**src/rtl/id_ex_stage_pkg.sv**
```systemverilog
// Shared ALU control / ALUOp / funct3 encodings for the ID/EX stage, the ALU and their benches.
package id_ex_stage_pkg;

   localparam logic [2:0] ALU_ADD = 3'b000;
   localparam logic [2:0] ALU_SUB = 3'b001;
   localparam logic [2:0] ALU_AND = 3'b010;
   localparam logic [2:0] ALU_OR  = 3'b011;
   localparam logic [2:0] ALU_XOR = 3'b100;
   localparam logic [2:0] ALU_SLL = 3'b101;
   localparam logic [2:0] ALU_SRA = 3'b110;
   localparam logic [2:0] ALU_SRL = 3'b111;

   localparam logic [1:0] ALUOP_MEM = 2'b00;
   localparam logic [1:0] ALUOP_BR  = 2'b01;
   localparam logic [1:0] ALUOP_R   = 2'b10;
   localparam logic [1:0] ALUOP_I   = 2'b11;

   localparam logic [2:0] F3_ADD  = 3'b000;
   localparam logic [2:0] F3_SLL  = 3'b001;
   localparam logic [2:0] F3_SLT  = 3'b010;
   localparam logic [2:0] F3_SLTU = 3'b011;
   localparam logic [2:0] F3_XOR  = 3'b100;
   localparam logic [2:0] F3_SR   = 3'b101;
   localparam logic [2:0] F3_OR   = 3'b110;
   localparam logic [2:0] F3_AND  = 3'b111;

endpackage

```
**src/rtl/id_ex_stage_alu_ctrl_decode.sv**
```systemverilog
// Combinational ALUOp/funct3/funct7 to 3-bit ALU control decode.
// SLT/SLTU have no ALU support; they decode to add and raise illegal.
module alu_ctrl_decode
   import id_ex_stage_pkg::*;
(
   input  logic [1:0] aluop_i,
   input  logic [2:0] funct3_i,
   input  logic [6:0] funct7_i,
   output logic [2:0] aluctrl_o,
   output logic       illegal_o
);

   always_comb begin
      aluctrl_o = ALU_ADD;
      illegal_o = 1'b0;
      unique case (aluop_i)
         ALUOP_MEM: aluctrl_o = ALU_ADD;
         ALUOP_BR:  aluctrl_o = ALU_SUB;
         default: begin
            unique case (funct3_i)
               F3_ADD:  aluctrl_o = (aluop_i == ALUOP_R && funct7_i[5]) ? ALU_SUB : ALU_ADD;
               F3_AND:  aluctrl_o = ALU_AND;
               F3_OR:   aluctrl_o = ALU_OR;
               F3_XOR:  aluctrl_o = ALU_XOR;
               F3_SLL:  aluctrl_o = ALU_SLL;
               F3_SR:   aluctrl_o = funct7_i[5] ? ALU_SRA : ALU_SRL;
               default: illegal_o = 1'b1;
            endcase
         end
      endcase
   end

endmodule

```
**src/rtl/id_ex_stage.sv**
```systemverilog
// ID/EX pipeline register with EX/MEM and MEM/WB operand forwarding and ALU-control decode.
module id_ex_stage #(
   parameter int XLEN   = 32,
   parameter int REG_AW = 5
) (
   input  logic              clk_i,
   input  logic              rst_n_i,
   input  logic              stall_i,
   input  logic              flush_i,
   input  logic              id_valid_i,
   input  logic [XLEN-1:0]   id_rs1_data_i,
   input  logic [XLEN-1:0]   id_rs2_data_i,
   input  logic [XLEN-1:0]   id_imm_i,
   input  logic [REG_AW-1:0] id_rs1_i,
   input  logic [REG_AW-1:0] id_rs2_i,
   input  logic [REG_AW-1:0] id_rd_i,
   input  logic              id_alusrc_i,
   input  logic [1:0]        id_aluop_i,
   input  logic [2:0]        id_funct3_i,
   input  logic [6:0]        id_funct7_i,
   input  logic              id_regwrite_i,
   input  logic              exmem_regwrite_i,
   input  logic [REG_AW-1:0] exmem_rd_i,
   input  logic [XLEN-1:0]   exmem_data_i,
   input  logic              memwb_regwrite_i,
   input  logic [REG_AW-1:0] memwb_rd_i,
   input  logic [XLEN-1:0]   memwb_data_i,
   output logic [XLEN-1:0]   data1_o,
   output logic [XLEN-1:0]   data2_o,
   output logic [2:0]        aluctrl_o,
   output logic [XLEN-1:0]   store_data_o,
   output logic [REG_AW-1:0] rd_o,
   output logic              regwrite_o,
   output logic              valid_o,
   illegal_o
);

   typedef struct packed {
      logic              valid;
      logic              regwrite;
      logic [REG_AW-1:0] rd;
      logic [REG_AW-1:0] rs1;
      logic [REG_AW-1:0] rs2;
      logic [XLEN-1:0]   rs1_data;
      logic [XLEN-1:0]   rs2_data;
      logic [XLEN-1:0]   imm;
      logic              alusrc;
      logic [1:0]        aluop;
      logic [2:0]        funct3;
      logic [6:0]        funct7;
   } stage_t;

   stage_t stage_q, stage_d, stage_in;

   assign stage_in = '{valid: id_valid_i, regwrite: id_regwrite_i, rd: id_rd_i,
                       rs1: id_rs1_i, rs2: id_rs2_i, rs1_data: id_rs1_data_i,
                       rs2_data: id_rs2_data_i, imm: id_imm_i, alusrc: id_alusrc_i,
                       aluop: id_aluop_i, funct3: id_funct3_i, funct7: id_funct7_i};

   // Flush beats stall so a squashed instruction never survives a hold.
   always_comb begin
      stage_d = stage_in;
      if (flush_i)      stage_d = '0;
      else if (stall_i) stage_d = stage_q;
   end

   always_ff @(posedge clk_i or negedge rst_n_i) begin
      if (!rst_n_i) stage_q <= '0;
      else          stage_q <= stage_d;
   end

   // Nearest producer wins; x0 is hardwired zero so it never forwards.
   function automatic logic [XLEN-1:0] fwd_sel(
      input logic [REG_AW-1:0] rs,
      input logic [XLEN-1:0]   rdata,
      input logic              em_we,
      input logic [REG_AW-1:0] em_rd,
      input logic [XLEN-1:0]   em_data,
      input logic              mw_we,
      input logic [REG_AW-1:0] mw_rd,
      input logic [XLEN-1:0]   mw_data
   );
      if (em_we && em_rd != '0 && em_rd == rs)      return em_data;
      else if (mw_we && mw_rd != '0 && mw_rd == rs) return mw_data;
      else                                          return rdata;
   endfunction

   logic [XLEN-1:0] fwd_a, fwd_b;
   logic            illegal_raw;

   assign fwd_a = fwd_sel(stage_q.rs1, stage_q.rs1_data, exmem_regwrite_i, exmem_rd_i,
                          exmem_data_i, memwb_regwrite_i, memwb_rd_i, memwb_data_i);
   assign fwd_b = fwd_sel(stage_q.rs2, stage_q.rs2_data, exmem_regwrite_i, exmem_rd_i,
                          exmem_data_i, memwb_regwrite_i, memwb_rd_i, memwb_data_i);

   alu_ctrl_decode u_alu_ctrl_decode (
      .aluop_i   (stage_q.aluop),
      .funct3_i  (stage_q.funct3),
      .funct7_i  (stage_q.funct7),
      .aluctrl_o (aluctrl_o),
      .illegal_o (illegal_raw)
   );

   assign data1_o      = fwd_a;
   assign data2_o      = stage_q.alusrc ? stage_q.imm : fwd_b;
   assign store_data_o = fwd_b;
   assign rd_o         = stage_q.rd;
   assign regwrite_o   = stage_q.regwrite & stage_q.valid;
   assign valid_o      = stage_q.valid;
   assign illegal_o    = illegal_raw & stage_q.valid;

endmodule
```
**config.mk**
```make
export PLATFORM = sky130hd
export DESIGN_NAME = id_ex_stage
export DESIGN_NICKNAME = d
export VERILOG_FILES = /design/src/rtl/id_ex_stage_pkg.sv /design/src/rtl/id_ex_stage_alu_ctrl_decode.sv /design/src/rtl/id_ex_stage.sv
export SDC_FILE = /design/constraint.sdc
export NUM_CORES = 1
export LEC_CHECK = 0
export ABC_AREA = 1
export BUFFER_PORTS_ARGS = -buffer_cell sky130_fd_sc_hd__buf_2
export CORE_ASPECT_RATIO = 2
export CORE_UTILIZATION = 53
export CTS_CLUSTER_SIZE = 24
export DETAILED_ROUTE_END_ITERATION = 10
export PLACE_DENSITY = 0.88
export SETUP_SLACK_MARGIN = 0.05
export SLEW_MARGIN = 20
export SYNTH_ARGS = -nofsm -noshare
export SYNTH_HDL_FRONTEND = slang
export SYNTH_SLANG_ARGS = --single-unit
```
**constraint.sdc**
```tcl
create_clock -name clk_i -period 4.07 [get_ports clk_i]
set_clock_uncertainty 0.1 [all_clocks]
set_input_delay 0.6105 -clock clk_i [delete_from_list [all_inputs] [get_ports clk_i]]
set_output_delay 0.6105 -clock clk_i [all_outputs]
set_load 0.05 [all_outputs]
```
==> results of run 1 <==
## cell type report
class	instances	area (µm²)	share of cell area, %
multi-input cells	801	3980	40.5
flip-flops and latches	120	3000	30.5
repair buffers	326	1710	17.4
clock buffers	20	467	4.75
well taps	189	236	2.41
inverters	58	223	2.27
clock inverters	12	196	2.00
diodes	6	15.0	0.153
## kinds of logic (layout without fill, tap and decap cells)
group	count (synthesis)	after routing	synth area share (%)
xor gates and xnor gates	13	13	1.49
and+or+nand+nor	719	719	45.6
AOI/OAI and AO/OA	69	69	4.67
buffers and inverters	150	416	8.84
DFF	120	120	39.4
other	0	6	0
## registers in the layout (all words and copies together) (netlist names)
| signal | cells |
|---|---|
| valid_o | 1 |
| rd_o | 5 |
| stage_q | 114 |
## synthesized netlist by cell type (3+ instances only)
cell,count
and2_1,32
xor2_1,8
inv_1,54
dfrtp_1,120
clkbuf_1,48
a21oi_1,3
buf_6,8
nand3_1,310
buf_1,12
nor2_1,8
buf_4,5
buf_2,18
xnor2_1,5
nand3b_1,65
nand2_1,291
inv_2,4
o21ai_0,61
## stage by stage
stage	std cells	util (%)	power, µW	cell area [µm²]	hold slack (ns)
after floorplan	1071	-	2090	7630	0.215
after global placement	1494	65.5	2420	9150	0.389
after detailed placement	1494	65.5	2440	9150	0.394
after CTS	1526	70.3	4130	9810	0.256
after global routing	1530	70.3	4280	9820	0.284
final	1532	70.4	4130	9830	0.224
## power by group
part	switching [µW]	total [µW]	internal, µW
Sequential	48.1	1330	1280
Combinational	816	1110	295
Clock	563	1700	1130
## path summary, 6_finish.rpt
check	start	endpoint	slack, ns
max in group asynchronous	rst_n_i	stage_q[20]	2.83
min in group clk_i	id_rs2_data_i[0]	stage_q[45]	0.32
max	stage_q[114]	data1_o[25]	0.77
min reg2reg	stage_q[33]	stage_q[33]	0.41
max reg2reg	stage_q[12]	stage_q[12]	2.73
min	rst_n_i	stage_q[115]	0.22
## per-layer routing
metal	vias to the layer above	track usage (%)	share of wire, %
li1	4052	-	-
met5	-	0	0.032
met1	4159	41.4	34
met3	146	9.31	8.5
met2	588	64.8	51
met4	2	26.5	6.4
## critical path: cells and delay by family, from the launching register on
kind / cells / cell delay [ns]
xor+xnor: 1 / 0.19
buf+inv: 2 / 0.83
flops: 1 / 0.43
simple gates: 5 / 0.72
==> results.cfg, run 1 <==
[sta]
worst_slack_ns = 0.774
worst_pin_slew_ns = 0.916
slew_violations = 0
rsz0062_at_grt = false
max_freq_ghz = 0.303
finalHoldViolCount = 0
slew_headroom_pct = 39.0
period_share_pct = 81.0
fin_crit_ns = 3.30
final.setup.tns_ns = 0
setup_viol = 0

[logic_synthesis]
ys.warnings.count = 0
synth_top_cell_area_share_pct = 39.4
syn-num-nets = 1277
synth_cells = 1071
synth_edf_count = 0
ys.flop_type = dfrtp_1
avgSynthCellArea_um2 = 7.13
synth_seq_cells = 120
ys_types = 33
yosysTopAreaCell = dfrtp_1
yosys-top-cells-area = dfrtp_1 39%, nand3_1 20%, nand2_1 14%
synth_area_um2 = 7630
ys_seq_area_share_pct = 39.4
async_flop_share_pct = 100

[drt]
routedWlPerCell_um = 18.3
drcViolationCount = 0
drtIter0Drc = 776
routed_wl_um = 28100
viasPerCell = 5.84
final_antenna_net_count = 0
drtPass1Iterations = 5
via_count = 8947

[power]
p_leak_uw = 0.00545
power.density_nw_per_um2 = 420
ir_drop_mv = 0.316

[critical_path]
cp.required_ns = 3.36
cp_max_fo = 32
crit_type = flip-flop to output port
cp_common_cell = nand2_1
arrival_ns = 2.59
cpPeakStageDelay_ns = 0.56
cp-start-kind = flip-flop
critPathCaptureType = output port
reg2regPathDepth = 2
crit_path_top_delay_cell = inv_2
crit_chain = xnor2_1 -> nand2_1 -> nor3_1 -> nand2_1 -> inv_2 -> nand2_1 -> nand2_1 -> buf_2

[cells_and_area]
layout_commonest_cell = nand3_1
nets = 1530
syn2layout_area_growth_pct = 28.8
fillers = 1213
drive_gt1_share_pct = 28.0
final_cell_mix = 310 x nand3_1, 305 x buf_2, 290 x nand2_1, 120 x dfrtp_1, 65 x nand3b_1

[grt]
grt_start_max_net_pins = 110
gr-total-overflow = 0
grt_util_all_layers_pct = 38.3
grt_pass1_vias = 8637
antenna_found_initial = 6
grt_pass1_wl_um = 43100

[clock_network]
path_clk_slew_ns = 0.05
worstSkewPairLatency_ns = 0.41
cts_made_buffers = 17
cts_num_sinks = 120
cts_setup_buffers = 0
cts-hold-fix-buffers = 0
clock_path_buffers = 2
cts-root-buf = clkbuf_16
cts_resized = 0
h-tree-depth = 4
cts_tree = built

[die]
die_area_um2 = 14900
rows = 61
io_pins = 313
core_area_um2 = 14000
die_x_um = 86.8
die_y_um = 172
start_util_pct = 54.6

[place]
place_congestion = 0.897
portBuffers = 306
pre_cts_ws_ns = 0.919
dp_hpwl_um = 18800

[flow_run]
maxCapViolCount = 0

[hold_path]
worstHoldPathType = input pin to async pin

[outcome]
outcome = completed
(Power assumes the default switching activity.)
==> run 2, diff against run 1 <==
Settings changed: ABC_AREA 1 to 0, CORE_UTILIZATION 53 to 44, PLACE_DENSITY 0.88 to 0.79.
Clock period 4.07 ns to 2.75 ns, I/O delays scaled along.
==> run 2 against run 1 <==
The run now ends with negative setup slack left. Worst hold slack worse by 0.098 ns. Cell count shrank 14%. Sequential power rose by 47%. Routed wire length up 12%. Clock power is 31% higher. Global-route usage shrank 5.4 points. Via count fell by 13%. Register-to-register slack lost 1.2 ns. Final area is 28% higher. Count of clock-buffer cells in the layout rose by 1. Combinational power rose by 83%. Die area increased by 12%. Critical endpoint is now data1_o[17]. Largest power group unchanged. Highest routed layer is now met4.
==> results.cfg, run 2 <==
[outcome]
outcome = finished with violations
violations = negative setup slack

[die]
rows = 65
core_area_um2 = 15800
die_y_um = 182
die_x_um = 91.9
die_area_um2 = 16700
start_util_pct = 45.1
io_pins = 313

[drt]
routedWlPerCell_um = 24.0
dr_wl_met3_um = 2130
viasPerCell = 5.92
via_count = 7785
final_antenna_net_count = 0
wl_met2_um = 16600
drtPass1Iterations = 5
highest-signal-layer = met4
drtIter0Drc = 482
routed_wl_um = 31500
drcViolationCount = 0
wl_met1_um = 10400

[cells_and_area]
drive_gt1_share_pct = 57.5
final_cell_mix = 205 x buf_2, 140 x mux2i_1, 124 x nor2_1, 116 x dfrtp_1, 72 x buf_6
layout_commonest_cell = buf_2
nets = 1301
largest-register = stage_q
syn2layout_area_growth_pct = 77.3
post-route-util_pct = 80.0
largest_reg_flops = 114
stdcell_count = 1315

[power]
ir_drop_mv = 0.595
p_leak_uw = 0.00591
power.density_nw_per_um2 = 492

[critical_path]
cp-start-kind = flip-flop
cp_max_fo = 9
crit_chain = buf_6 -> xnor2_2 -> nand3_1 -> or4_4 -> buf_12 -> clkbuf_16 -> a21oi_4 -> buf_6
arrival_ns = 2.54
cp_common_cell = buf_6
critPathCaptureType = output port
cpPeakStageDelay_ns = 0.58
crit_path_top_delay_cell = or4_4
cp.required_ns = 2.24
crit_type = flip-flop to output port

[sta]
hold_ws_ns = 0.125
finalHoldViolCount = 0
fin_crit_ns = 3.06
setup_viol = 92
final.setup.tns_ns = -16.00
max_freq_ghz = 0.327
worst_pin_slew_ns = 0.689
slew_violations = 0
worst_slack_ns = -0.306
period_share_pct = 111
rsz0062_at_grt = true
slew_headroom_pct = 54.1

[clock_network]
cts_made_buffers = 17
cts_tree = built
clock_path_buffers = 2
cts-root-buf = clkbuf_16
path_clk_slew_ns = 0.06
cts_num_sinks = 120
h-tree-depth = 4
worstSkewPairLatency_ns = 0.42

[grt]
grt_pass1_vias = 7876
antenna_found_initial = 8
grt_pass1_wl_um = 41700
gr-total-overflow = 0
grt_start_max_net_pins = 59
grt_util_all_layers_pct = 32.9

[place]
placedCellCount = 1247
portBuffers = 306
place_congestion = 0.851
dp_hpwl_um = 17800

[logic_synthesis]
async_flop_share_pct = 100
yosysTopAreaCell = dfrtp_1
synth_seq_cells = 120
syn-num-nets = 969
synth_area_um2 = 7120
ys.flop_type = dfrtp_1
yosysMostFrequentCell = nor2_1
synth_edf_count = 0
synth_cells = 763
ys_types = 34
ys.warnings.count = 0
avgSynthCellArea_um2 = 9.33
synth_top_cell_area_share_pct = 42.2
ys_top_cells_by_count = 156 x nor2_1, 152 x mux2i_1, 120 x dfrtp_1
ys_seq_area_share_pct = 42.2
yosys-top-cells-area = dfrtp_1 42%, mux2i_1 21%, nor2_1 8.2%

[hold_path]
worstHoldPathType = input pin to flip-flop

[flow_run]
maxCapViolCount = 0
## run 2: cell types whose count changed after synthesis, sizes merged, moves of 24 or more
cell    delta
nor3      +29
mux2      +31
o21ai     -29
nand2    -292
a21oi     +29
inv       -24
a31oi     +31
nor2     +146
nand3b    -65
and2      -31
mux2i    +152
nand3    -310
or3       +31
## run 2: final cells by class
| class | instances | area, µm² |
|---|---|---|
| Antenna cell | 8 | 20.0 |
| Clock buffer | 21 | 470 |
| Clock inverter | 9 | 100 |
| Fill cell | 844 | 3160 |
| Inverter | 34 | 128 |
| Multi-Input combinational cell | 541 | 5200 |
| Sequential cell | 120 | 3010 |
| Tap cell | 201 | 251 |
| Timing Repair Buffer | 381 | 3450 |
## run 2: metal layers
metal	GRT usage, %	vias to the layer above
li1	-	3318
met1	34.0	3788
met2	59.4	503
met3	6.95	176
met4	20.1	0
met5	0	-
## run 2: stage by stage
step | power [µW] | setup WS [ns] | area [µm²]
2_1_floorplan | 3020 | -0.127 | 7930
3_3_place_gp | 3480 | -0.169 | 9890
3_5_place_dp | 3510 | -0.198 | 9890
4_1_cts | 6020 | -0.156 | 11800
5_1_grt | 6360 | -0.311 | 12600
6_report | 6210 | -0.306 | 12600
## run 2: path summary, 6_finish.rpt
check,slack (ns),to,start,cells past startpoint
max in group asynchronous,1.48,stage_q[46],rst_n_i,3
hold / removal,0.13,stage_q[81],id_rs1_data_i[4],3
setup / recovery,-0.31,data1_o[17],stage_q[117],8
hold reg to reg,0.42,stage_q[89],stage_q[89],2
min in group asynchronous,0.40,stage_q[112],rst_n_i,2
setup reg to reg,1.50,stage_q[12],stage_q[12],2
## run 2: cell families (layout without fill, tap and decap cells)
group,Yosys count,after routing,share of synthesized area (%)
compound gates,104,104,8.44
xor+xnor,20,20,2.46
buf+inv,102,445,5.96
flops,120,120,42.2
mux,183,183,26.3
other cells,0,8,0
simple gates,234,234,14.7
## run 2: report_power, final
part | switching (µW) | total, µW | internal [µW]
clock network | 839 | 2230 | 1390
registers | 89.6 | 1960 | 1870
logic | 1170 | 2030 | 855
total | 2100 | 6210 | 4110
## run 2: timing repair
action / 4_1_cts / 5_1_grt
buffers inserted: 5 / 9
hold buffers: 1 / 0
gates cloned: 5 / 11
pin swaps: 23 / 22
resized for setup: 325 / 109
endpoints found under the setup margin: 96 / 96
endpoints found under the hold margin: 30 / 0
## run 2: worst max-delay path: cells and delay by family, from the launching register on
family | cells | cell delay, ns
and+or+nand+nor | 2 | 0.73
buffers and inverters | 4 | 0.69
DFF | 1 | 0.41
AOI/OAI and AO/OA | 1 | 0.16
xor gates and xnor gates | 1 | 0.11
==> run 3, diff against run 2 <==
==> constraint.sdc (replaced) <==
create_clock -name clk_i -period 2.75 [get_ports clk_i]
set_clock_uncertainty 0.1 [all_clocks]
set_input_delay 0.55 -clock clk_i [delete_from_list [all_inputs] [get_ports clk_i]]
set_output_delay 0.55 -clock clk_i [all_outputs]
set_load 0.05 [all_outputs]
==> run 3 against run 2 <==
The flow still finishes with violations (negative setup slack). Highest routed layer is now met5. Worst setup slack worse by 0.068 ns. Utilization down 4.3 points. Power fell by 1.3%. Die area unchanged. Combinational power shrank 9.9%. Fmax fell by 2.2%.
==> results.cfg, run 3 (same netlist as run 2, synthesis figures left out) <==
[outcome]
violations = negative setup slack
outcome = finished with violations

[drt]
viasPerCell = 5.54
routed_wl_um = 27300
drtIter0Drc = 296
drtPass1Iterations = 5
via_count = 7185
final_antenna_net_count = 0
routedWlPerCell_um = 21.1
drcViolationCount = 0

[cells_and_area]
layout_commonest_cell = buf_2
fillers = 983
drive_gt1_share_pct = 56.1
nets = 1278
syn2layout_area_growth_pct = 67.8
largest-register = stage_q
multiInputGateArea_um2 = 5290
final_cell_mix = 217 x buf_2, 138 x nor2_1, 120 x mux2i_1, 118 x dfrtp_1, 60 x buf_6
largest_reg_flops = 114
seq_area_um2 = 3010

[grt]
antenna_found_initial = 11
gr-total-overflow = 0
grt_start_max_net_pins = 121
grt_pass1_vias = 7662
grt_pass1_wl_um = 40300
grt_util_all_layers_pct = 31.6

[clock_network]
h-tree-depth = 4
clock_path_buffers = 2
cts-hold-fix-buffers = 0
worstSkewPairLatency_ns = 0.41
cts_tree = built
cts-root-buf = clkbuf_16
cts_made_buffers = 17
path_clk_slew_ns = 0.06
cts_num_sinks = 120

[power]
p_clk_share_pct = 38.2
seqPwrFrac_pct = 31.9
ir_drop_mv = 0.452
switchingPower_uw = 2030
p_int_uw = 4100
power.density_nw_per_um2 = 513
combPwrFrac_pct = 29.9
p_sw_share_pct = 33.1
p_leak_uw = 0.00560

[sta]
worst_slack_ns = -0.373
rsz0062_at_grt = true
worst_pin_slew_ns = 0.680
final.setup.tns_ns = -23.28
max_freq_ghz = 0.320
fin_crit_ns = 3.12
period_share_pct = 114
setup_viol = 96
finalHoldViolCount = 0
slew_headroom_pct = 54.7
slew_violations = 0

[die]
io_pins = 313
core_area_um2 = 15800
die_area_um2 = 16700
die_y_um = 182
rows = 65
die_x_um = 91.9
start_util_pct = 45.1

[critical_path]
arrival_ns = 2.47
cp_max_fo = 20
cpPeakStageDelay_ns = 0.53
cp.required_ns = 2.10
crit_chain = buf_2 -> or4_4 -> o211ai_4 -> buf_6 -> or3_1 -> a31oi_4 -> mux2_4 -> buf_4
reg2regPathDepth = 3
cp-start-kind = input pin
critPathCaptureType = output port
crit_type = input pin to output port
crit_path_top_delay_cell = or4_4

[place]
dp_hpwl_um = 18500
place_congestion = 0.879
pre_cts_ws_ns = -0.422
portBuffers = 306

[hold_path]
worstHoldPathType = input pin to async pin

[flow_run]
maxCapViolCount = 0
run 3: cell types whose count changed in the layout (fill, tap and decap cells not counted), moves of 16 or more:
| cell | before | now |
|---|---|---|
| buf_4 | 25 | 42 |
| mux2i_1 | 140 | 120 |
| clkbuf_4 | 0 | 16 |
| a21oi_4 | 12 | 32 |
| a21oi_2 | 20 | 0 |
| buf_8 | 44 | 5 |
run 3: what timing repair did:
action | in CTS | in global routing
buffers inserted | 1 | 4
cloned | 0 | 1
gates resized for setup | 155 | 149
pin swaps | 2 | 5
endpoints found under the setup margin | 96 | 96
run 3: power groups by stage:
stage               Combinational (µW)  Sequential (µW)  Clock, µW
global route                      1910             1960       2440
finish                            1830             1950       2340
floorplan                         1110             1940          0
global placement                  1570             1960          0
CTS                               1720             1940       2360
detailed placement                1600             1970          0
run 3: cell type report:
| type | count | area share (%) |
|---|---|---|
| multi-input cells | 541 | 44.2 |
| flip-flops and latches | 120 | 25.2 |
| repair buffers | 358 | 22.0 |
| clock buffers | 21 | 3.94 |
| well taps | 201 | 2.11 |
| clock inverters | 11 | 1.23 |
| inverters | 34 | 1.07 |
| diodes | 11 | 0.230 |
run 3: final timing paths:
check	slack, ns	startpoint	to
worst min register to register	0.42	stage_q[51]	stage_q[51]
worst min-delay path	0.13	rst_n_i	stage_q[112]
worst max-delay path	-0.37	memwb_rd_i[2]	data2_o[14]
min in group clk_i	0.28	id_regwrite_i	stage_q[124]
worst max register to register	1.48	stage_q[12]	stage_q[12]
max in group asynchronous	1.88	rst_n_i	stage_q[12]
run 3: critical path: cells and delay by family:
family / cells / cell delay, ns
simple gates: 2 / 0.71
buf+inv: 3 / 0.55
compound gates: 2 / 0.37
mux: 1 / 0.28
run 3: per-layer routing:
metal  vias to the layer above  part of all wire, %  global-route usage [%]
met1                      3536                   34                    32.3
met5                         -                0.037                       0
met4                         2                  5.4                    19.8
met2                       300                   55                    57.4
li1                       3266                    -                       -
met3                        81                  5.4                    6.57
run 3: metrics by stage:
stage	power, µW	util (%)	hold WS [ns]	cells	cell area [µm²]
5_1_grt	6320	75.7	0.185	1296	11900
3_5_place_dp	3570	64.5	0.408	1248	10200
3_3_place_gp	3540	64.5	0.399	1248	10200
2_1_floorplan	3060	-	0.154	763	8200
6_report	6130	75.7	0.133	1297	11900
4_1_cts	6030	72.2	0.166	1281	11400
